[src/rtl/pbit_gibbs_sched_pkg.sv]
// Shared definitions for the p-bit Gibbs scheduler and the p-bit array top:
// FSM state encoding and the default fixed-point beta width.
package pbit_gibbs_sched_pkg;

  typedef enum logic [2:0] {
    IDLE,
    UPDATE,
    SETTLE,
    EMIT,
    FINISH
  } state_e;

  localparam int unsigned INT_SIZE_DEF   = 8;
  localparam int unsigned FLOAT_SIZE_DEF = 24;
  localparam int unsigned FIX_W          = INT_SIZE_DEF + FLOAT_SIZE_DEF;

endpackage

[src/rtl/pbit_gibbs_sched_if.sv]
// Sample output handshake: the scheduler drives a sweep snapshot, the consumer drives ready.
interface pbit_gibbs_sched_if #(
  parameter int unsigned N_PBITS = 3
);

  logic               SAMPLE_VALID;
  logic               SAMPLE_READY;
  logic [N_PBITS-1:0] SAMPLE_DATA;

  modport master (output SAMPLE_VALID, output SAMPLE_DATA, input  SAMPLE_READY);
  modport slave  (input  SAMPLE_VALID, input  SAMPLE_DATA, output SAMPLE_READY);

endinterface

[src/rtl/pbit_gibbs_sched_beta_sat_add.sv]
// Combinational signed beta + step, clamped to max; the sum is formed one bit
// wider so an overflowing add clamps instead of wrapping.
module beta_sat_add
  import pbit_gibbs_sched_pkg::*;
#(
  parameter int unsigned W = FIX_W
) (
  input  logic signed [W-1:0] a,
  input  logic signed [W-1:0] b,
  input  logic signed [W-1:0] max_val,
  output logic signed [W-1:0] sum
);

  localparam logic signed [W:0] MIN_EXT = {2'b11, {(W-1){1'b0}}};

  logic signed [W:0] full;
  logic signed [W:0] max_ext;

  always_comb begin
    full    = {a[W-1], a} + {b[W-1], b};
    max_ext = {max_val[W-1], max_val};
    if (full > max_ext) begin
      sum = max_val;
    end else if (full < MIN_EXT) begin
      sum = MIN_EXT[W-1:0];
    end else begin
      sum = full[W-1:0];
    end
  end

endmodule

[src/rtl/pbit_gibbs_sched.sv]
// Gibbs-sampling sequencer: updates p-bits one at a time, settles, emits a
// per-sweep snapshot and anneals beta towards BETA_MAX after each sample.
module pbit_gibbs_sched
  import pbit_gibbs_sched_pkg::*;
#(
  parameter int unsigned N_PBITS    = 3,
  parameter int unsigned INT_SIZE   = INT_SIZE_DEF,
  parameter int unsigned FLOAT_SIZE = FLOAT_SIZE_DEF,
  parameter int unsigned SWEEP_W    = 16,
  parameter int unsigned SETTLE_W   = 4
) (
  input  logic                                  CLK,
  input  logic                                  RST_N,
  input  logic                                  START,
  input  logic                                  ABORT,
  input  logic [SWEEP_W-1:0]                    NUM_SWEEPS,
  input  logic [SETTLE_W-1:0]                   SETTLE_CYC,
  input  logic signed [INT_SIZE+FLOAT_SIZE-1:0] BETA_INIT,
  input  logic signed [INT_SIZE+FLOAT_SIZE-1:0] BETA_STEP,
  input  logic signed [INT_SIZE+FLOAT_SIZE-1:0] BETA_MAX,
  input  logic [N_PBITS-1:0]                    PBIT_STATE,
  output logic [N_PBITS-1:0]                    UPD_EN,
  output logic signed [INT_SIZE+FLOAT_SIZE-1:0] BETA,
  output logic                                  BUSY,
  output logic                                  DONE,
  pbit_gibbs_sched_if.master                    smp
);

  localparam int unsigned FW    = INT_SIZE + FLOAT_SIZE;
  localparam int unsigned IDX_W = (N_PBITS > 1) ? $clog2(N_PBITS) : 1;
  localparam logic [IDX_W-1:0] IDX_LAST = IDX_W'(N_PBITS - 1);

  state_e                state_q, state_d;
  logic [IDX_W-1:0]      idx_q, idx_d;
  logic [SETTLE_W-1:0]   settle_cnt_q, settle_cnt_d;
  logic [SETTLE_W-1:0]   settle_cfg_q, settle_cfg_d;
  logic [SWEEP_W-1:0]    sweep_cnt_q, sweep_cnt_d;
  logic signed [FW-1:0]  beta_q, beta_d;
  logic signed [FW-1:0]  beta_step_q, beta_step_d;
  logic signed [FW-1:0]  beta_max_q, beta_max_d;
  logic signed [FW-1:0]  beta_sum;
  logic                  valid_q, valid_d;
  logic [N_PBITS-1:0]    data_q, data_d;
  logic                  hs;

  beta_sat_add #(.W(FW)) u_beta_sat_add (
    .a       (beta_q),
    .b       (beta_step_q),
    .max_val (beta_max_q),
    .sum     (beta_sum)
  );

  always_comb begin
    state_d      = state_q;
    idx_d        = idx_q;
    settle_cnt_d = settle_cnt_q;
    settle_cfg_d = settle_cfg_q;
    sweep_cnt_d  = sweep_cnt_q;
    beta_d       = beta_q;
    beta_step_d  = beta_step_q;
    beta_max_d   = beta_max_q;
    valid_d      = valid_q;
    data_d       = data_q;
    hs           = valid_q && smp.SAMPLE_READY;

    unique case (state_q)
      IDLE: begin
        if (START) begin
          sweep_cnt_d  = NUM_SWEEPS;
          settle_cfg_d = SETTLE_CYC;
          beta_d       = BETA_INIT;
          beta_step_d  = BETA_STEP;
          beta_max_d   = BETA_MAX;
          idx_d        = '0;
          state_d      = (NUM_SWEEPS == '0) ? FINISH : UPDATE;
        end
      end
      UPDATE: begin
        settle_cnt_d = settle_cfg_q;
        state_d      = SETTLE;
      end
      SETTLE: begin
        // A zero settle count still spends one cycle here, same as a count of 1.
        if (settle_cnt_q <= SETTLE_W'(1)) begin
          if (idx_q == IDX_LAST) begin
            idx_d   = '0;
            valid_d = 1'b1;
            data_d  = PBIT_STATE;
            state_d = EMIT;
          end else begin
            idx_d   = idx_q + IDX_W'(1);
            state_d = UPDATE;
          end
        end else begin
          settle_cnt_d = settle_cnt_q - SETTLE_W'(1);
        end
      end
      EMIT: begin
        if (hs) begin
          valid_d     = 1'b0;
          sweep_cnt_d = sweep_cnt_q - SWEEP_W'(1);
          beta_d      = beta_sum;
          state_d     = (sweep_cnt_q == SWEEP_W'(1)) ? FINISH : UPDATE;
        end
      end
      FINISH: state_d = IDLE;
      default: state_d = IDLE;
    endcase

    // Abort keeps a same-cycle sample handshake (counter already stepped above)
    // but drops its beta update.
    if (ABORT && state_q != IDLE && state_q != FINISH) begin
      state_d = FINISH;
      valid_d = 1'b0;
      data_d  = data_q;
      beta_d  = beta_q;
      idx_d   = '0;
    end
  end

  always_ff @(posedge CLK or negedge RST_N) begin
    if (!RST_N) begin
      state_q      <= IDLE;
      idx_q        <= '0;
      settle_cnt_q <= '0;
      settle_cfg_q <= '0;
      sweep_cnt_q  <= '0;
      beta_q       <= '0;
      beta_step_q  <= '0;
      beta_max_q   <= '0;
      valid_q      <= 1'b0;
      data_q       <= '0;
    end else begin
      state_q      <= state_d;
      idx_q        <= idx_d;
      settle_cnt_q <= settle_cnt_d;
      settle_cfg_q <= settle_cfg_d;
      sweep_cnt_q  <= sweep_cnt_d;
      beta_q       <= beta_d;
      beta_step_q  <= beta_step_d;
      beta_max_q   <= beta_max_d;
      valid_q      <= valid_d;
      data_q       <= data_d;
    end
  end

  always_comb begin
    UPD_EN = '0;
    if (state_q == UPDATE) begin
      UPD_EN[idx_q] = 1'b1;
    end
  end

  assign BETA             = beta_q;
  assign BUSY             = (state_q != IDLE);
  assign DONE             = (state_q == FINISH);
  assign smp.SAMPLE_VALID = valid_q;
  assign smp.SAMPLE_DATA  = data_q;

endmodule
[src/flat_wrapper.sv]
// flat-port wrapper written by rule: the top's interface ports become plain ports
module pbit_gibbs_sched_flat import pbit_gibbs_sched_pkg::*;
#(
  parameter int unsigned N_PBITS    = 3,
  parameter int unsigned INT_SIZE   = INT_SIZE_DEF,
  parameter int unsigned FLOAT_SIZE = FLOAT_SIZE_DEF,
  parameter int unsigned SWEEP_W    = 16,
  parameter int unsigned SETTLE_W   = 4
)
  (CLK, RST_N, START, ABORT, NUM_SWEEPS, SETTLE_CYC, BETA_INIT, BETA_STEP, BETA_MAX, PBIT_STATE, UPD_EN, BETA, BUSY, DONE, smp_SAMPLE_VALID, smp_SAMPLE_DATA, smp_SAMPLE_READY);
  pbit_gibbs_sched_if #(.N_PBITS(N_PBITS)) smp_i ();
  input  logic CLK;
  input  logic RST_N;
  input  logic START;
  input  logic ABORT;
  input  logic [SWEEP_W-1:0] NUM_SWEEPS;
  input  logic [SETTLE_W-1:0] SETTLE_CYC;
  input  logic signed [INT_SIZE+FLOAT_SIZE-1:0] BETA_INIT;
  input  logic signed [INT_SIZE+FLOAT_SIZE-1:0] BETA_STEP;
  input  logic signed [INT_SIZE+FLOAT_SIZE-1:0] BETA_MAX;
  input  logic [N_PBITS-1:0] PBIT_STATE;
  output logic [N_PBITS-1:0] UPD_EN;
  output logic signed [INT_SIZE+FLOAT_SIZE-1:0] BETA;
  output logic BUSY;
  output logic DONE;
  output wire logic [$bits(smp_i.SAMPLE_VALID)-1:0] smp_SAMPLE_VALID;
  output wire logic [$bits(smp_i.SAMPLE_DATA)-1:0] smp_SAMPLE_DATA;
  input wire logic [$bits(smp_i.SAMPLE_READY)-1:0] smp_SAMPLE_READY;
  assign smp_SAMPLE_VALID = smp_i.SAMPLE_VALID;
  assign smp_SAMPLE_DATA = smp_i.SAMPLE_DATA;
  assign smp_i.SAMPLE_READY = smp_SAMPLE_READY;
  pbit_gibbs_sched #(.N_PBITS(N_PBITS), .INT_SIZE(INT_SIZE), .FLOAT_SIZE(FLOAT_SIZE), .SWEEP_W(SWEEP_W), .SETTLE_W(SETTLE_W)) u_core (.CLK(CLK), .RST_N(RST_N), .START(START), .ABORT(ABORT), .NUM_SWEEPS(NUM_SWEEPS), .SETTLE_CYC(SETTLE_CYC), .BETA_INIT(BETA_INIT), .BETA_STEP(BETA_STEP), .BETA_MAX(BETA_MAX), .PBIT_STATE(PBIT_STATE), .UPD_EN(UPD_EN), .BETA(BETA), .BUSY(BUSY), .DONE(DONE), .smp(smp_i));
endmodule
[config.mk]
export PLATFORM = sky130hd
export DESIGN_NAME = pbit_gibbs_sched_flat
export DESIGN_NICKNAME = d
export VERILOG_FILES = /design/src/rtl/pbit_gibbs_sched_pkg.sv /design/src/rtl/pbit_gibbs_sched_if.sv /design/src/rtl/pbit_gibbs_sched_beta_sat_add.sv /design/src/rtl/pbit_gibbs_sched.sv /design/src/flat_wrapper.sv
export SDC_FILE = /design/constraint.sdc
export NUM_CORES = 1
export LEC_CHECK = 0
export CAP_MARGIN = 30
export CELL_PAD_IN_SITES_DETAIL_PLACEMENT = 0
export CELL_PAD_IN_SITES_GLOBAL_PLACEMENT = 2
export CORE_MARGIN = 1.5
export CORE_UTILIZATION = 25
export DETAILED_ROUTE_END_ITERATION = 10
export DONT_BUFFER_PORTS = 1
export PLACE_DENSITY = 0.64
export SETUP_SLACK_MARGIN = 0.3
export SLEW_MARGIN = 40
export SYNTH_ARGS = -nofsm -noshare
export SYNTH_HDL_FRONTEND = slang
export SYNTH_SLANG_ARGS = --single-unit
export TNS_END_PERCENT = 100
[constraint.sdc]
create_clock -name CLK -period 5.55 [get_ports CLK]
set_input_delay 1.11 -clock CLK [delete_from_list [all_inputs] [get_ports CLK]]
set_output_delay 1.11 -clock CLK [all_outputs]
set_load 0.01 [all_outputs]
==> results of run 1 <==
[registers in the layout (all words and copies together), names as in the netlist]
| register | cells |
|---|---|
| u_core.BETA | 32 |
| u_core.beta_max_q | 32 |
| u_core.beta_step_q | 32 |
| u_core.idx_q | 2 |
| u_core.settle_cfg_q | 4 |
| u_core.settle_cnt_q | 4 |
| u_core.smp.SAMPLE_DATA | 3 |
| u_core.smp.SAMPLE_VALID | 1 |
| u_core.state_q | 3 |
| u_core.sweep_cnt_q | 16 |
[metal layers]
layer	vias to the layer above	wire length, um	global-route usage (%)
met5	-	12	0
met4	2	388	4.55
met3	24	1630	4.74
met2	148	14000	27.1
met1	3715	14500	23.8
li1	3720	-	-
[area by class of cell]
class	instances	area [um^2]	share of cell area, %
well taps	455	569	5.53
repair buffers	37	297	2.88
multi-input cells	787	5430	52.7
diodes	3	7.51	0.0729
clock buffers	20	457	4.44
clock inverters	12	111	1.08
inverters	50	188	1.82
flip-flops and latches	129	3240	31.4
[Yosys cell counts (all sizes together), types with 5 or more instances]
cell type  count
nor4          12
o21ai        118
nor3          25
buf            7
nand4          8
ha            69
o31ai          5
inv           50
o21bai         6
nand3         40
nand2        104
nand2b        11
a31o          14
nor2          64
a21oi        108
xnor2         13
dfrtp        129
or3           26
clkbuf        51
o21a           5
xor2          14
a21o          14
o211ai         7
a31oi          6
a22oi         16
o22ai          5
mux2          40
[per-stage QoR]
| step | worst slack [ns] | hold slack (ns) | util (%) | TNS, ns | area (um^2) |
|---|---|---|---|---|---|
| finish | 0.532 | 0.379 | 29.9 | 0 | 10300 |
| global route | 0.326 | 0.336 | 29.9 | 0 | 10300 |
| CTS | 0.333 | 0.346 | 28.9 | 0 | 9960 |
| detailed placement | -0.230 | 0.490 | 27.0 | -5.52 | 9300 |
| global placement | -0.250 | 0.485 | 26.9 | -5.42 | 9280 |
| floorplan | 0.633 | 0.461 | - | 0 | 8730 |
[final timing paths]
check / start / to / depth (start not counted)
worst max-delay path: u_core.BETA[16]$_DFFE_PN0P_ / u_core.BETA[19]$_DFFE_PN0P_ / 17
worst min-delay path: RST_N / u_core.beta_step_q[24]$_DFFE_PN0P_ / 0
worst max register to register: u_core.BETA[16]$_DFFE_PN0P_ / u_core.BETA[19]$_DFFE_PN0P_ / 17
worst min register to register: u_core.sweep_cnt_q[13]$_DFFE_PN0P_ / u_core.sweep_cnt_q[13]$_DFFE_PN0P_ / 2
max in group asynchronous: RST_N / u_core.BETA[0]$_DFFE_PN0P_ / 0
min in group CLK: u_core.sweep_cnt_q[13]$_DFFE_PN0P_ / u_core.sweep_cnt_q[13]$_DFFE_PN0P_ / 2
[cell usage in the layout, fill, tap and decap left out, types with 8 or more instances in the layout]
cell and count:
a22oi_1 16, o21ai_0 110, clkbuf_16 17, inv_1 50, or3_1 24, buf_4 33
mux2_2 40, a31o_1 10, dfrtp_1 123, nor4_1 10, a21o_1 14, a21oi_1 99
nand3_1 40, nand2b_1 11, ha_2 8, nand2_1 101, nor3_1 23, nand4_1 8
xnor2_1 13, xor2_1 14, ha_1 57, nor2_1 62
[cell families after synthesis]
| kind of cell | count (synthesis) | share of synthesized area, % |
|---|---|---|
| XOR/XNOR | 27 | 2.71 |
| multiplexers | 41 | 5.28 |
| AO/OA/AOI/OAI | 337 | 23.1 |
| flip-flops | 129 | 37.0 |
| adder cells (fa/ha/maj) | 70 | 10.1 |
| AND/OR/NAND/NOR | 312 | 16.9 |
| buffers and inverters | 108 | 4.87 |
[timing repair]
action / 4_1_cts / 5_1_grt
buffers inserted: 3 / 6
gates resized for setup: 19 / 62
setup endpoints to repair: 32 / 32
pin swaps: 5 / 15
==> metrics.md, run 1 <==
| Metric | Value |
|---|---|
| Status | finished clean |
| Post-Syn Instances | 1024 |
| 1st-iter DRT viols | 467 |
| Async SR Flop Fraction | 100% |
| Total nets after synthesis | 1218 |
| Yosys reg bits | 129 |
| Max_cap viols | 0 |
| Area growth syn-to-layout | 17.9% |
| Post-Syn Area | 0.00873 mm^2 |
| Port Buffers | 0 |
| Ys Warns | 0 |
| Post-synth EDFFs | 0 |
| CP Class | reg -> reg |
| Ys flop type | dfrtp_1 |
| NumNets Final | 1216 |
| CTS H-tree lvls | 4 |
| Clock Path Buffers | 2 |
| CP max-delay cell | or4b_4 |
| TritonRoute pass-1 iters | 5 |
| Die height | 190 um |
| CTS sink count | 129 |
| First-pass GRT wire length | 47.7 mm |
| Max Fclk | 199 MHz |
| Top cells by area, synth | dfrtp_1 37%, ha_1 9.9%, o21ai_0 6.7% |
| Antenna violations before repair | 5 |
| Distinct cells, synth | 66 |
| Kind of end point of the critical path | flip-flop |
| RD Place Congestion | 0.785 |
| I/O pin count | 165 |
| Via density | 5.10 |
| Max Clock Skew | 0.0112 ns |
| Hold Path Class | in -> async |
| Clk root buf | clkbuf_16 |
| Buf/Inv on CP | 2 |
| Fill count | 3689 |
| Sequential cell area fraction in the yosys report | 37.0% |
| Final period util | 90.4% |
| Crit-path cells | ha_1, buf_4, a21o_1, or3_4, o22ai_4, nor4b_4, a2111oi_2, buf_4, ha_1, nand4_1, or4_4, or4b_4, o211ai_1, o21ba_4, a41oi_4, and2_4, a31o_2 |
| Routed WL | 30.5 mm |
| Number of global-route vias before repair | 7820 |
| Clk_lat worst skew | 0.44 ns |
| Inst Count DP | 1449 |
| Slew HR | 46.6% |
| Largest net degree at the start of global routing | 130 |
| CP Max Fanout | 11 |
| Yosys top cell area share | 37.0% |
| Critical path's top delay family | simple AND/OR/NAND/NOR gates |
| Final ANT Viol Nets | 0 |
| Reg clk slew, reported paths | 0.06 ns |
| Final setup vio count | 0 |
| Die area | 0.0360 mm^2 |
| Setup crit start kind | flip-flop |
| HPWL Detailed | 22.5 mm |
| Layout cell share with drive strength beyond 1 | 17.4% |
| CTS tree | built |
| Detailed-route DRC error count | 0 |
| Syn Area/Cell | 8.52 um^2 |
| Total gr overflow | 0 |
| Layout Cells excl Fill | 1493 |
| Hold Fails Final Rpt | 0 |
| Crit path DAT | 5.34 ns |
| Die X | 190 um |
| Core area | 0.0345 mm^2 |
| CTS Hold Bufs | 0 |
| Vias | 7609 |
| Rows | 68 |
| GRT Total Usage | 17.5% |
| Period minus WS final | 5.02 ns |
| Slew @ Worst Pin | 0.801 ns |
| CP max stage delay | 0.55 ns |
| RSZ-0062 raised after global routing | no |
| Starting Density | 25.3% |
| Worst path required time | 5.87 ns |
| Synth area leader | dfrtp_1 |
| Flop-to-flop setup slack | 0.53 ns |
| Final Max Tran Viols | 0 |
| Cts bufs inserted | 17 |
| Per-cell routed wire length | 20.5 um |
Power of run 1 is not shown: default switching activity piles up to over one toggle a cycle in this logic, so the estimate is an artifact.
==> run 2, diff against run 1 <==
--- a/config.mk
+++ b/config.mk
@@ -14,2 +14,3 @@
 export DONT_BUFFER_PORTS = 1
+export HOLD_SLACK_MARGIN = 0.05
 export PLACE_DENSITY = 0.64
--- a/constraint.sdc
+++ b/constraint.sdc
@@ -3,2 +3,2 @@
 set_output_delay 1.11 -clock CLK [all_outputs]
-set_load 0.01 [all_outputs]
+set_load 0.02 [all_outputs]
==> metrics.md, run 2 (synthesis results as in run 1) <==
| Metric | Value |
|---|---|
| GRT Total Usage | 17.4% (-0.037 points) |
| Layout cell share with drive strength beyond 1 | 17.4% (-0.021 points) |
| Footprint of the multi-input gates | 0.00544 mm^2 (+0.25%) |
| RSZ-0062 raised after global routing | yes |
| I/O pin count | 165 (unchanged) |
| Clock Path Buffers | 2 (unchanged) |
| Final setup vio count | 0 (unchanged) |
| Vias | 7672 (+0.83%) |
| Hold Path Class | in -> async |
| Final period util | 91.5% (+1.1 points) |
| Cts bufs inserted | 17 (unchanged) |
| TritonRoute pass-1 iters | 5 (unchanged) |
| Kind of end point of the critical path | flip-flop |
| Slew HR | 50.3% (+3.7 points) |
| CTS H-tree lvls | 4 (unchanged) |
| Post-DP Area | 0.00935 mm^2 (+0.62%) |
| Worst reg-to-reg path cell count | 18 (+1) |
| FF+latch area | 0.00323 mm^2 (-0.12%) |
| RD Place Congestion | 0.798 (+1.7%) |
| 1st-iter DRT viols | 437 (-6.4%) |
| CTS tree | built |
| Rows | 68 (unchanged) |
| Most common library cell in the layout ignoring fill and taps | dfrtp_1 |
| Routed WL | 31.2 mm (+2.2%) |
| Max Clock Skew | 0.00989 ns (-0.00132 ns) |
| Detailed-route DRC error count | 0 (unchanged) |
| Die height | 190 um (unchanged) |
| Reg2Reg Launch Point | u_core.BETA[20]$_DFFE_PN0P_ |
| Max_cap viols | 0 (unchanged) |
| Reg clk slew, reported paths | 0.06 ns (about the same) |
| Total gr overflow | 0 (unchanged) |
| Antenna violations before repair | 7 (+2) |
| Crit path DAT | 5.46 ns (+0.12 ns) |
| Die area | 0.0360 mm^2 (unchanged) |
| Slew @ Worst Pin | 0.740 ns (-0.0617 ns) |
| Largest net degree at the start of global routing | 130 (unchanged) |
| Max Fclk | 197 MHz (-1.2%) |
| First-pass GRT wire length | 47.3 mm (-0.71%) |
| Design Area, Final | 0.0104 mm^2 (+0.91%) |
| Setup crit start kind | flip-flop |
| Port Buffers | 0 (unchanged) |
| Fill count | 3705 (+0.43%) |
| Hold Fails Final Rpt | 0 (unchanged) |
| Final Max Tran Viols | 0 (unchanged) |
| Crit path capture | u_core.BETA[19]$_DFFE_PN0P_ |
| CP Class | reg -> reg |
| Commonest cells after routing, fill and taps aside | 126 x dfrtp_1, 111 x o21ai_0, 101 x nand2_1 |
| Via density | 5.11 (+0.29%) |
| Final ANT Viol Nets | 0 (unchanged) |
| Number of global-route vias before repair | 7804 (-0.20%) |
| Worst path required time | 5.93 ns (+0.06 ns) |
| Per-cell routed wire length | 20.8 um (+1.6%) |
| Die X | 190 um (unchanged) |
| Critical Path Source | u_core.BETA[20]$_DFFE_PN0P_ |
| CP Max Fanout | 7 (-4) |
| NumNets Final | 1223 (+0.58%) |
| Clk root buf | clkbuf_16 |
| Area growth syn-to-layout | 19.0% |
| Clk_lat worst skew | 0.45 ns (about the same) |
| Core area | 0.0345 mm^2 (unchanged) |
| HPWL Detailed | 22.7 mm (+0.63%) |
| RR Endpoint | u_core.BETA[19]$_DFFE_PN0P_ |
| Status | finished clean |
| Starting Density | 25.3% (unchanged) |
| CTS sink count | 129 (unchanged) |
| Period minus WS final | 5.08 ns (+0.0584 ns) |
| Flop-to-flop setup slack | 0.47 ns (-0.06 ns) |
## run 2: stage by stage
stage                     worst slack [ns]  utilization, %  cells  TNS [ns]  hold slack, ns
after detailed placement            -0.182            27.1   1456     -2.75           0.488
final                                0.474            30.1   1501         0           0.358
after floorplan                      0.573               -   1024         0           0.461
after global routing                 0.277            30.1   1499         0           0.331
after CTS                            0.316            29.2   1491         0           0.335
after global placement              -0.107            27.1   1456    -0.381           0.485
## run 2: per-layer routing
metal  wire length (um)  GRT usage, %
met3               1580          4.30
met5                 27             0
met1              14900          23.4
met2              14100          27.0
met4                538          6.14
## run 2: repair_timing
item	CTS	global route
resized for setup	16	58
hold buffers	0	0
gates cloned	0	2
setup buffers	3	4
pin swaps	2	9
setup endpoints to repair	32	32
## run 2: how the worst min path moves through the flow
stage	cells past startpoint	slack, ns	to
CTS	0	0.34	u_core.beta_step_q[14]$_DFFE_PN0P_
detailed placement	2	0.49	u_core.sweep_cnt_q[13]$_DFFE_PN0P_
floorplan	2	0.46	u_core.sweep_cnt_q[13]$_DFFE_PN0P_
global route	0	0.33	u_core.beta_step_q[15]$_DFFE_PN0P_
global placement	2	0.48	u_core.sweep_cnt_q[13]$_DFFE_PN0P_
finish	0	0.36	u_core.beta_step_q[14]$_DFFE_PN0P_
## run 2: final cells by class
cell class                 count  area share (%)
antenna                        4          0.0964
clock buffer                  17            4.10
clock inverter                15            1.76
inverter                      50            1.81
multi-input combinational    788            52.4
sequential                   129            31.1
tap                          455            5.48
timing repair buffer          43            3.25
## run 2: critical path: stages (launching register included)
cell and delay, ns:
dfrtp_2 0.49, ha_1 0.33, buf_4 0.17, a221o_1 0.33, a31oi_2 0.17, o31ai_2 0.10, a211oi_2 0.23, o31a_1 0.31
nand2_1 0.10, xnor2_1 0.17, ha_1 0.32, nand3_1 0.11, or4_4 0.44, or4b_1 0.56, o22ai_1 0.12, o21ba_2 0.22
a41oi_4 0.33, and2_2 0.33, a31o_2 0.18
Power of run 2 is left out for the same reason.
